--- config.mk ---
export PLATFORM = sky130hd
export DESIGN_NAME = i2c_poll_sched
export DESIGN_NICKNAME = d
export VERILOG_FILES = /design/src/rtl/i2c_pkg.sv /design/src/rtl/i2c_poll_timer.sv /design/src/rtl/i2c_poll_sched.sv
export SDC_FILE = /design/constraint.sdc
export NUM_CORES = 1
export LEC_CHECK = 0
export BUFFER_PORTS_ARGS = -buffer_cell sky130_fd_sc_hd__buf_2
export CORE_ASPECT_RATIO = 0.5
export CORE_MARGIN = 2
export CORE_UTILIZATION = 45
export DETAILED_ROUTE_END_ITERATION = 8
export GPL_ROUTABILITY_DRIVEN = 0
export HOLD_SLACK_MARGIN = 0.03
export PLACE_DENSITY = 0.67
export REMOVE_ABC_BUFFERS = 1
export SYNTH_ARGS = -nofsm -noshare
export SYNTH_HDL_FRONTEND = slang
export SYNTH_HIERARCHICAL = 1
export SYNTH_SLANG_ARGS = --single-unit
--- constraint.sdc ---
create_clock -name clk -period 5.3 [get_ports clk]
set_clock_uncertainty 0.2 [all_clocks]
set_input_delay 1.06 -clock clk [delete_from_list [all_inputs] [get_ports clk]]
set_output_delay 1.06 -clock clk [all_outputs]
set_load 0.01 [all_outputs]
--- src/rtl/i2c_pkg.sv ---
// Shared types for the sensor poll sequencer and the byte-level I2C master.
package i2c_pkg;

    typedef enum logic [2:0] {
        ST_INIT_ISSUE = 3'd0,
        ST_INIT_WAIT  = 3'd1,
        ST_IDLE       = 3'd2,
        ST_RD_ISSUE   = 3'd3,
        ST_RD_WAIT    = 3'd4,
        ST_FAULT      = 3'd5
    } poll_state_t;

    localparam logic RW_WRITE = 1'b0;
    localparam logic RW_READ  = 1'b1;

    typedef struct packed {
        logic       rw;
        logic [6:0] slave_addr;
        logic [7:0] reg_addr;
        logic [7:0] wdata;
    } i2c_cmd_t;

    typedef struct packed {
        logic       err;
        logic [7:0] rdata;
    } i2c_rsp_t;

    // Register address inside a frame; wraps modulo 256 by construction.
    function automatic logic [7:0] reg_at(input logic [7:0] base, input logic [7:0] idx);
        return base + idx;
    endfunction

endpackage

--- src/rtl/i2c_poll_timer.sv ---
// Free-running poll period counter with a single pending-poll flag and overrun pulse.
module i2c_poll_timer #(
    parameter int unsigned PERIOD_CYC = 100000
) (
    input  logic clk,
    input  logic rst,
    input  logic clr,
    input  logic run,
    input  logic busy_rd,
    input  logic consume,
    output logic poll_due,
    output logic overrun
);

    localparam int unsigned CW = (PERIOD_CYC > 2) ? $clog2(PERIOD_CYC) : 1;
    localparam logic [CW-1:0] LAST = CW'(PERIOD_CYC - 1);

    logic [CW-1:0] count_reg, count_next;
    logic          due_reg, due_next;
    logic          overrun_reg, overrun_next;
    logic          tick;

    always_comb begin
        tick         = run && (count_reg == LAST);
        count_next   = count_reg;
        due_next     = due_reg;
        overrun_next = 1'b0;
        if (clr) begin
            count_next = '0;
            due_next   = 1'b0;
        end else begin
            if (run) begin
                count_next = tick ? '0 : count_reg + CW'(1);
            end
            // A fresh tick wins over a same-cycle consume; only one poll is ever pending.
            if (tick) begin
                due_next     = 1'b1;
                overrun_next = busy_rd;
            end else if (consume) begin
                due_next = 1'b0;
            end
        end
    end

    always_ff @(posedge clk) begin
        if (rst) begin
            count_reg   <= '0;
            due_reg     <= 1'b0;
            overrun_reg <= 1'b0;
        end else begin
            count_reg   <= count_next;
            due_reg     <= due_next;
            overrun_reg <= overrun_next;
        end
    end

    assign poll_due = due_reg;
    assign overrun  = overrun_reg;

endmodule

--- src/rtl/i2c_poll_sched.sv ---
// Sensor poll sequencer: one init write, then periodic burst reads streamed out byte by byte,
// with per-transaction retry and a sticky fault on persistent bus errors.
module i2c_poll_sched
    import i2c_pkg::*;
#(
    parameter logic [6:0]  SLAVE_ADDR = 7'h68,
    parameter logic [7:0]  INIT_REG   = 8'h6B,
    parameter logic [7:0]  INIT_DATA  = 8'h00,
    parameter logic [7:0]  BASE_REG   = 8'h3B,
    parameter int unsigned NUM_REGS   = 14,
    parameter int unsigned PERIOD_CYC = 100000,
    parameter int unsigned MAX_RETRY  = 3
) (
    input  logic       clk,
    input  logic       rst,
    input  logic       enable,
    input  logic       fault_clr,
    output logic       cmd_valid,
    input  logic       cmd_ready,
    output logic       cmd_rw,
    output logic [6:0] cmd_slave_addr,
    output logic [7:0] cmd_reg_addr,
    output logic [7:0] cmd_wdata,
    input  logic       rsp_valid,
    input  logic       rsp_err,
    input  logic [7:0] rsp_rdata,
    output logic       sample_valid,
    output logic [7:0] sample_index,
    output logic [7:0] sample_data,
    output logic       frame_done,
    output logic       overrun,
    output logic       fault,
    output logic       busy
);

    localparam logic [7:0] LAST_IDX  = 8'(NUM_REGS - 1);
    localparam logic [7:0] RETRY_LIM = 8'(MAX_RETRY);

    poll_state_t state_reg, state_next;
    logic [7:0]  idx_reg, idx_next;
    logic [7:0]  retry_reg, retry_next;
    logic        sample_valid_reg, sample_valid_next;
    logic [7:0]  sample_index_reg, sample_index_next;
    logic [7:0]  sample_data_reg, sample_data_next;
    logic        frame_done_reg, frame_done_next;
    logic        fault_reg, fault_next;

    logic        poll_due, consume, timer_clr, timer_run, busy_rd;
    i2c_cmd_t    cmd;
    i2c_rsp_t    rsp;

    assign rsp.err   = rsp_err;
    assign rsp.rdata = rsp_rdata;

    assign timer_run = (state_reg != ST_FAULT);
    assign busy_rd   = (state_reg == ST_RD_ISSUE) || (state_reg == ST_RD_WAIT);

    i2c_poll_timer #(
        .PERIOD_CYC (PERIOD_CYC)
    ) u_timer (
        .clk      (clk),
        .rst      (rst),
        .clr      (timer_clr),
        .run      (timer_run),
        .busy_rd  (busy_rd),
        .consume  (consume),
        .poll_due (poll_due),
        .overrun  (overrun)
    );

    always_comb begin
        state_next        = state_reg;
        idx_next          = idx_reg;
        retry_next        = retry_reg;
        sample_valid_next = 1'b0;
        sample_index_next = sample_index_reg;
        sample_data_next  = sample_data_reg;
        frame_done_next   = 1'b0;
        fault_next        = fault_reg;
        consume           = 1'b0;
        timer_clr         = 1'b0;

        case (state_reg)
            ST_INIT_ISSUE, ST_RD_ISSUE: begin
                if (cmd_ready) begin
                    state_next = (state_reg == ST_INIT_ISSUE) ? ST_INIT_WAIT : ST_RD_WAIT;
                end
            end
            ST_INIT_WAIT, ST_RD_WAIT: begin
                if (rsp_valid) begin
                    if (rsp.err) begin
                        if (retry_reg < RETRY_LIM) begin
                            retry_next = retry_reg + 8'd1;
                            state_next = (state_reg == ST_INIT_WAIT) ? ST_INIT_ISSUE : ST_RD_ISSUE;
                        end else begin
                            retry_next = '0;
                            idx_next   = '0;
                            fault_next = 1'b1;
                            state_next = ST_FAULT;
                        end
                    end else begin
                        retry_next = '0;
                        if (state_reg == ST_INIT_WAIT) begin
                            consume    = 1'b1;
                            state_next = ST_IDLE;
                        end else begin
                            sample_valid_next = 1'b1;
                            sample_index_next = idx_reg;
                            sample_data_next  = rsp.rdata;
                            if (idx_reg == LAST_IDX) begin
                                frame_done_next = 1'b1;
                                idx_next        = '0;
                                state_next      = ST_IDLE;
                            end else if (enable) begin
                                idx_next   = idx_reg + 8'd1;
                                state_next = ST_RD_ISSUE;
                            end else begin
                                // Disabled mid-frame: stop at the transaction boundary.
                                idx_next   = '0;
                                state_next = ST_IDLE;
                            end
                        end
                    end
                end
            end
            ST_IDLE: begin
                if (poll_due && enable) begin
                    consume    = 1'b1;
                    idx_next   = '0;
                    state_next = ST_RD_ISSUE;
                end
            end
            ST_FAULT: begin
                if (fault_clr) begin
                    fault_next = 1'b0;
                    retry_next = '0;
                    idx_next   = '0;
                    timer_clr  = 1'b1;
                    state_next = ST_INIT_ISSUE;
                end
            end
            default: state_next = ST_INIT_ISSUE;
        endcase
    end

    always_ff @(posedge clk) begin
        if (rst) begin
            state_reg        <= ST_INIT_ISSUE;
            idx_reg          <= '0;
            retry_reg        <= '0;
            sample_valid_reg <= 1'b0;
            sample_index_reg <= '0;
            sample_data_reg  <= '0;
            frame_done_reg   <= 1'b0;
            fault_reg        <= 1'b0;
        end else begin
            state_reg        <= state_next;
            idx_reg          <= idx_next;
            retry_reg        <= retry_next;
            sample_valid_reg <= sample_valid_next;
            sample_index_reg <= sample_index_next;
            sample_data_reg  <= sample_data_next;
            frame_done_reg   <= frame_done_next;
            fault_reg        <= fault_next;
        end
    end

    // Command fields depend only on state and index, so they hold steady while waiting for ready.
    always_comb begin
        cmd.rw         = RW_READ;
        cmd.slave_addr = SLAVE_ADDR;
        cmd.reg_addr   = reg_at(BASE_REG, idx_reg);
        cmd.wdata      = 8'h00;
        if ((state_reg == ST_INIT_ISSUE) || (state_reg == ST_INIT_WAIT)) begin
            cmd.rw       = RW_WRITE;
            cmd.reg_addr = INIT_REG;
            cmd.wdata    = INIT_DATA;
        end
    end

    assign cmd_valid      = !rst && ((state_reg == ST_INIT_ISSUE) || (state_reg == ST_RD_ISSUE));
    assign busy           = !rst && (state_reg != ST_IDLE) && (state_reg != ST_FAULT);
    assign cmd_rw         = cmd.rw;
    assign cmd_slave_addr = cmd.slave_addr;
    assign cmd_reg_addr   = cmd.reg_addr;
    assign cmd_wdata      = cmd.wdata;
    assign sample_valid   = sample_valid_reg;
    assign sample_index   = sample_index_reg;
    assign sample_data    = sample_data_reg;
    assign frame_done     = frame_done_reg;
    assign fault          = fault_reg;

endmodule

Word-level counts from Yosys, hierarchy flattened
Index checks and enable logic that the tools add are counted.
{"block": "totals", "ff_bits": 57, "output_inout_bits": 46, "input_bits": 15, "elab_cells": 106}
{"block": "classes", "n_addsub": 4, "eq_ne": 17, "n_reduce_logical": 24, "n_bitwise": 5, "mux": 44, "order_cmp": 1}
{"operator": "2-to-1 mux 8 bit", "n": 11}
{"operator": "case mux 8 bit (3 select lines)", "n": 1}
{"operator": "2-to-1 mux 3 bit", "n": 7}
{"operator": "2-to-1 mux 1 bit", "n": 18}
{"operator": "adder 17 x 1 -> 17 bit (second input constant)", "n": 1}
{"operator": "equality test 17 bit (second input constant)", "n": 1}
{"operator": "2-to-1 mux 17 bit", "n": 1}
{"operator": "adder 8 x 1 -> 8 bit (second input constant)", "n": 2}
{"operator": "2-to-1 mux 16 bit", "n": 1}
{"operator": "case mux 8 bit (2 select lines)", "n": 1}
{"operator": "inequality test 2 bit (second input constant)", "n": 6}
{"operator": "case mux 3 bit (4 select lines)", "n": 1}
{"operator": "inequality test 3 bit (second input constant)", "n": 3}
{"operator": "adder 6 x 8 -> 8 bit (first input constant)", "n": 1}
{"operator": "equality test 8 x 4 -> 1 bit (second input constant)", "n": 1}
{"operator": "less-than comparator 8 x 2 -> 1 bit (second input constant)", "n": 1}
{"operator": "AND reduction 4 bit", "n": 2}
{"operator": "equality test 3 x 2 -> 1 bit (second input constant)", "n": 2}
{"operator": "equality test 3 bit (second input constant)", "n": 2}
{"operator": "AND reduction 6 bit", "n": 1}
{"operator": "OR reduction 2 bit", "n": 3}
{"operator": "logical AND 1 bit", "n": 5}
{"operator": "NOT 1 bit", "n": 5}
{"operator": "AND reduction 5 bit", "n": 1}
{"operator": "13 further kinds", "n": 17}

Logic depth before layout (Yosys ltp)
Gate-level depths: netlist of the first run.
{"block": "depth", "word_depth": 7, "depth_mapped": 9, "depth_no_buf": 6}

By module
The synthesis of the first run kept the hierarchy.
{"module": "i2c_poll_sched", "cells_per_inst": 281, "instances": 1, "seq_area_each_um2": 760.7, "area_each_um2": 2163.3}
{"module": "i2c_poll_timer", "cells_per_inst": 105, "instances": 1, "seq_area_each_um2": 380.4, "area_each_um2": 920.9}

Worst setup path before layout of the first run
OpenSTA, ideal clock, no wires.
{"block": "synth_path", "path_type": "input -> output", "startpoint": "input rst", "endpoint": "output cmd_valid", "cell_stages": 3, "slack_ns": 2.128, "arrival_ns": 1.912, "t_required_ns": 4.040, "n_path_buf": 2, "cell_sequence": "clkbuf_1 clkbuf_1 nor4b_1"}
{"block": "synth_via", "elab_chain_len": 2}
{"item": "from (decl)", "line_no": "i2c_poll_sched.sv:15", "rtl": "input logic rst,"}
{"item": "logical NOT 1 bit", "line_no": "i2c_poll_sched.sv:181", "rtl": "assign cmd_valid = !rst && ((state_reg == ST_INIT_ISSUE) || (state_reg == ST_RD_ISSUE));"}
{"item": "logical AND 1 bit", "line_no": "i2c_poll_sched.sv:181"}
{"item": "to (decl)", "line_no": "i2c_poll_sched.sv:18", "rtl": "output logic cmd_valid,"}
Every way passes these cells.

Final worst setup path of the first run
{"block": "layout_path", "startpoint": "register state_reg[1]", "endpoint": "output busy"}
{"block": "layout_via", "elab_chain_len": 3, "word_cells_on_any_way": 4, "classes_between": "eq/ne (2); reduce/logical (2)"}
{"item": "from (decl)", "line_no": "i2c_poll_sched.sv:39", "rtl": "poll_state_t state_reg, state_next;"}
{"item": "from (signal assigned)", "line_no": "i2c_poll_sched.sv:157", "rtl": "state_reg <= state_next;"}
{"item": "inequality test 3 x 2 -> 1 bit", "line_no": "i2c_poll_sched.sv:182", "rtl": "assign busy = !rst && (state_reg != ST_IDLE) && (state_reg != ST_FAULT);"}
{"item": "logical AND 1 bit", "line_no": "i2c_poll_sched.sv:182"}
{"item": "logical AND 1 bit (*)", "line_no": "i2c_poll_sched.sv:182"}
{"item": "to (decl)", "line_no": "i2c_poll_sched.sv:33", "rtl": "output logic busy"}
Every way passes the cells marked *; elsewhere a longest branch is shown, timed or not.

==> results of run 1 <==
-- power by group --
group	leakage [nW]	switching, mW	total (mW)	internal (mW)
clock	0.162	0.191	0.625	0.434
combinational	0.731	0.112	0.187	0.0747
sequential	0.460	0.0372	0.480	0.443
total	1.35	0.340	1.29	0.951
-- cell type report --
class                      instances  area [um^2]
clock inverter                     5        77.57
timing repair buffer              45        225.2
sequential                        57         1141
tap                               92        115.1
multi-input combinational        295         1727
fill                             656         3060
inverter                          13        48.80
clock buffer                      11        252.7
-- layer usage --
metal	track usage (%)	part of all wire [%]	vias up
met5	0	0	-
met4	7.413	2.0	0
met1	24.02	50	1229
met2	27.88	43	59
met3	7.208	5.2	13
li1	-	-	1402
-- stage by stage --
| stage | hold WS (ns) | power, mW | instance area, um^2 |
|---|---|---|---|
| final | 0.2494 | 1.292 | 3587 |
| after global routing | 0.2683 | 1.356 | 3587 |
| after CTS | 0.2527 | 1.302 | 3587 |
| after detailed placement | 0.2460 | 0.6721 | 3257 |
| after global placement | 0.2408 | 0.6721 | 3257 |
| after floorplan | 0.2661 | 0.6141 | 2917 |
-- path summary, 6_finish.rpt --
| path | cells after the start | to | start |
|---|---|---|---|
| max | 4 | busy | state_reg[1] |
| min | 2 | sample_index[2] | sample_index[2] |
| max reg2reg | 5 | u_timer/count_reg[15] | state_reg[1] |
| min reg2reg | 2 | sample_index[2] | sample_index[2] |
-- cell usage after synthesis (all sizes together), types with 2 or more instances --
master,instances,area [um^2]
dfxtp,57,1141
nand2,54,202.7
a21oi,39,195.2
nor2,30,120.1
buf,27,190.2
nand3,14,70.07
inv,13,48.80
nor3,13,65.06
o21ai,13,68.82
xnor2,13,113.9
nand4,8,50.05
and3,7,43.79
clkbuf,7,26.28
nor4,7,50.05
o32ai,6,52.55
xor2,6,52.55
ha,5,62.56
mux2i,5,50.05
nand2b,5,38.78
nand3b,5,37.54
or3,5,31.28
nor2b,4,25.02
or2,4,25.02
or4,4,33.78
nor4b,3,26.28
o22ai,3,18.77
or3b,3,26.28
a21o,2,15.01
a31oi,2,12.51
and4,2,18.77
conb,2,7.510
nor3b,2,15.01
o21a,2,15.01
-- cell families (layout without fill, tap and decap cells) --
family          Yosys count  count (layout)
fa+ha+maj                 5               5
flops                    57              57
other cells               2              15
xor+xnor                 19              19
simple gates            175             175
mux                       5               5
compound gates           76              76
buf+inv                  47              74
-- worst reg2reg max path: cells and delay by family, from the launching register on --
family,cells,cell delay [ns]
muxes,1,0.25
and+or+nand+nor,4,1.48
DFF,1,0.77
==> summary.txt, run 1 <==
Run status
  – Status: finished, final reports clean

Global route
  – Global-route wire length before repair: between 10000 and 15000 um
  – Total gr overflow: 0
  – Antenna violations before repair: 0
  – Tot GR Track Use: 18.61%
  – Vias in the first global route: 2441
  – Largest net degree at the start of global routing: around 40

Synthesis
  – Synth Area in XOR/XNOR: roughly 5.4%
  – Post-synthesis simple-gate area fraction: 30.06%
  – Post-Synthesis Cell Area: 3084 um^2
  – Post-synthesis mux area share: 1.623%
  – Largest family of logic cells by synthesized area: simple AND/OR/NAND/NOR gates
  – EDFF count, synth: 0
  – Sequential share of the synthesized area: 37.00%
  – Post-Synth Adder-Cell Area: 2.028%
  – Top FF cell, synth: dfxtp_1
  – Syn Inst Count: roughly 390
  – Async SR Flop Fraction: 0%
  – Yosys warns: 6
  – Synth Area in Compound Gates: around 15%
  – Synthesized flop and latch total: 57
  – Syn_area_per_cell: 7.990 um^2
  – Synth cell types: 56

CTS
  – CTS Buf Count: 9
  – CTS Hold Buffers Added: 0
  – Setup Buffers After CTS: 0
  – Cell at the root of the clock tree: clkbuf_16
  – Post-CTS Resized: 0
  – H-tree Lvls: 3
  – Clock sinks: 57
  – Clk slew on worst S/H paths: about 0.050 ns
  – Worst-Skew Late Latency: 0.33 ns
  – Clk buf depth: 2
  – CTS tree: built

Timing
  – Tmin final: about 3.2 ns
  – Final Cycle Share: 60.37%
  – Setup_tns: 0 ns
  – Worst rel slew slack: 53.22%
  – Slew @ Worst Pin: 0.6997 ns
  – Final count of hold timing violations: 0
  – RSZ-0062 raised after global routing: no
  – Endpoints failing setup: 0
  – Max Slew Vio Count: 0
  – Min setup slack post-route: between 2 and 2.5 ns
  – Fmax: 312.5 MHz

Floorplanning
  – Core Region: 6648 um^2
  – Die H: 62.54 um
  – Die Width: 121.1 um
  – Initial core utilization: 46.40%
  – Die Area: 7572 um^2
  – IO Count: 61
  – FP Rows: 21

Placed design
  – Number of port buffers: between 40 and 50
  – Setup WS pre-CTS: between 2 and 2.5 ns
  – Placed Cells: 502
  – Post-DP HPWL: 4419 um

Cells and area
  – Antenna cell count: 0
  – Nets: 441
  – Layout cells sized above 1: 17.14%
  – Final cell count without fillers: 518
  – Commonest non-fill, non-tap cell in the layout: dfxtp_1
  – Utilization after layout: a little over half
  – Commonest cells after routing, fill and taps aside: dfxtp_1 (57), nand2_1 (54), buf_2 (45)
  – Max FFs per register: 17
  – Area Growth Syn to Fin: 16.31%

Pwr
  – Leakage power: 1.352 nW
  – Pwr Density: 360.1 nW/um^2
  – Worst vdd ir: ~0.17 mV

Min path
  – HP Class: flop to flop

Drt
  – Detailed-route via count: 2703
  – DRC viols: 0
  – DRT Pass-1 Iters: 4
  – Final ANT Viol Nets: 0
  – DRT iter0 DRCs: between 150 and 200
  – Wire per inst: 12.61 um
  – Routed WL: 6533 um
  – Vias per cell: 5.218

Setup path
  – Delay-heaviest family, CP: flip-flops
  – Reg2reg setup slack: 2.48 ns
  – CP max stage cell: dfxtp_1
  – CP peak stage delay: 0.77 ns
  – Critical path, cell by cell: nand3b_1 > o21ai_0 > nor2_1 > buf_2
  – Worst path bufs/invs: 1
  – WS Path Type: flop to primary output
  – Startpoint Class: flop
  – WP data arrival: just under 2 ns
  – Worst-path fanout max: 20
  – Worst EP required: a little over 4 ns
  – CP endpoint kind: primary output

Job
  – Max-Cap Viols: 0
(Power assumes the default switching activity.)
==> run 2, diff against run 1 <==
- clock period: 5.3 -> 3.3 ns (I/O delays scaled with it)
==> run 2 against run 1 <==
  * Critical endpoint unchanged
  * Design area rose by 1.2%
  * Clock power rose by 79%
  * Count of clock-buffer cells in the layout fell by 1
  * Via count rose by 0.59%
  * Critical path depth did not move
  * Combinational power rose by 72%
==> summary.txt, run 2 (synthesis gave the netlist of run 1 again) <==
Placed design
  – Placed Cells: 504
  – Setup WS pre-CTS: about 0.84 ns
  – Placement Cell Area: 3272 um^2
  – Number of port buffers: 45
  – Post-DP HPWL: 4629 um

CTS
  – Clk slew on worst S/H paths: 0.05 ns
  – CTS Hold Buffers Added: 0
  – Clk buf depth: 2
  – CTS tree: built
  – Cell at the root of the clock tree: clkbuf_16
  – Setup Buffers After CTS: 0
  – CTS Buf Count: 9
  – H-tree Lvls: 3
  – Worst-Skew Late Latency: 0.32 ns
  – Clock sinks: 57
  – Post-CTS Resized: 0

Global route
  – Global-route wire length before repair: 11520 um
  – Largest net degree at the start of global routing: 38
  – Vias in the first global route: 2454
  – Antenna violations before repair: 0
  – Total gr overflow: 0
  – Tot GR Track Use: 18.99%

Min path
  – HP Start: sample_data[2]
  – Hold Path End: sample_data[2]
  – Worst Hold Path Cells: 2
  – HP Class: flop to flop

Floorplanning
  – IO Count: 61
  – Die Width: 121.1 um
  – Initial core utilization: 46.40%
  – FP Rows: 21
  – Die Area: 7572 um^2
  – Die H: 62.54 um
  – Core Region: 6648 um^2

Run status
  – Status: finished, final reports clean

Timing
  – Setup_tns: 0 ns
  – Tmin final: 2.757 ns
  – Worst rel slew slack: 53.24%
  – Final count of hold timing violations: 0
  – Max Slew Vio Count: 0
  – Slew @ Worst Pin: around 0.7 ns
  – Fmax: 362.7 MHz
  – Min setup slack post-route: 0.5428 ns
  – Final Cycle Share: approximately 84%
  – RSZ-0062 raised after global routing: no
  – Endpoints failing setup: 0

Cells and area
  – Final cell count without fillers: 520
  – Max FFs per register: 17
  – Nets: 443
  – Antenna cell count: 0
  – Area Growth Syn to Fin: 17.73%
  – Layout cells sized above 1: 17.29%
  – Commonest non-fill, non-tap cell in the layout: dfxtp_1
  – Commonest cells after routing, fill and taps aside: dfxtp_1 (57), nand2_1 (54), buf_2 (45)
  – Fin area: 3631 um^2

Drt
  – DRT iter0 DRCs: 251
  – Wire per inst: about 13 um
  – Routed WL: 6850 um
  – Final ANT Viol Nets: 0
  – DRT Pass-1 Iters: 4
  – Vias per cell: 5.229
  – Detailed-route via count: between 2000 and 3000
  – DRC viols: 0

Setup path
  – R2R cell count: 5
  – WP data arrival: approximately 1.9 ns
  – Startpoint Class: flop
  – Reg2reg end: u_timer/count_reg[15]
  – WS Path Type: flop to primary output
  – CP endpoint kind: primary output
  – Reg2reg setup slack: ~0.76 ns
  – Critical R2R Launch: state_reg[2]
  – Worst EP required: 2.44 ns
  – Worst-path fanout max: 20

Pwr
  – Leakage power: between 1 and 1.5 nW
  – Pwr Density: around 600 nW/um^2
  – Worst vdd ir: 0.2889 mV

Job
  – Max-Cap Viols: 0
run 2: cell types whose count changed in the layout (fill, tap and decap cells not counted):
cell,delta
buf_4,+2
bufinv_16,+2
clkbuf_1,+1
clkbuf_8,-2
clkinvlp_4,-1
run 2: worst max path at each step:
stage / slack (ns) / cells past startpoint / startpoint / end
final: 0.54 / 4 / state_reg[2] / busy
after global routing: 0.40 / 4 / state_reg[2] / busy
after CTS: 0.55 / 4 / state_reg[2] / busy
after detailed placement: 0.84 / 5 / state_reg[2] / u_timer/count_reg[15]
after global placement: 0.90 / 5 / state_reg[2] / u_timer/count_reg[14]
after floorplan: 1.0 / 5 / state_reg[1] / u_timer/count_reg[15]
run 2: power breakdown:
group | internal, mW | switching (mW)
clock | 0.810 | 0.305
sequential | 0.711 | 0.0441
combinational | 0.124 | 0.198
run 2: layout make-up:
| cell class | instances | area [um^2] |
|---|---|---|
| Inverter | 13 | 48.80 |
| Sequential cell | 57 | 1141 |
| Fill cell | 648 | 3017 |
| Clock buffer | 10 | 229.0 |
| Timing Repair Buffer | 47 | 240.2 |
| Clock inverter | 6 | 130.1 |
| Tap cell | 92 | 115.1 |
| Multi-Input combinational cell | 295 | 1727 |
run 2: routing by layer:
layer	GRT usage, %	up-vias	share of wire [%]
li1	-	1409	-
met2	29.99	52	45
met1	24.24	1254	50
met3	6.387	4	4.4
met5	0	-	0
met4	6.686	0	0.58
run 2: metrics by stage:
| stage | power (mW) | util [%] | hold WS, ns |
|---|---|---|---|
| floorplan | 0.9863 | - | 0.2661 |
| global placement | 1.086 | 49.22 | 0.2401 |
| detailed placement | 1.088 | 49.22 | 0.2463 |
| CTS | 2.214 | 54.62 | 0.2535 |
| global route | 2.297 | 54.62 | 0.2691 |
| finish | 2.192 | 54.62 | 0.2509 |
run 2: worst max-delay path: stages, from the launching register on:
cell and delay, ns:
dfxtp_1 0.71, nand3b_1 0.47, o21ai_0 0.19, nor2_1 0.05
buf_2 0.15
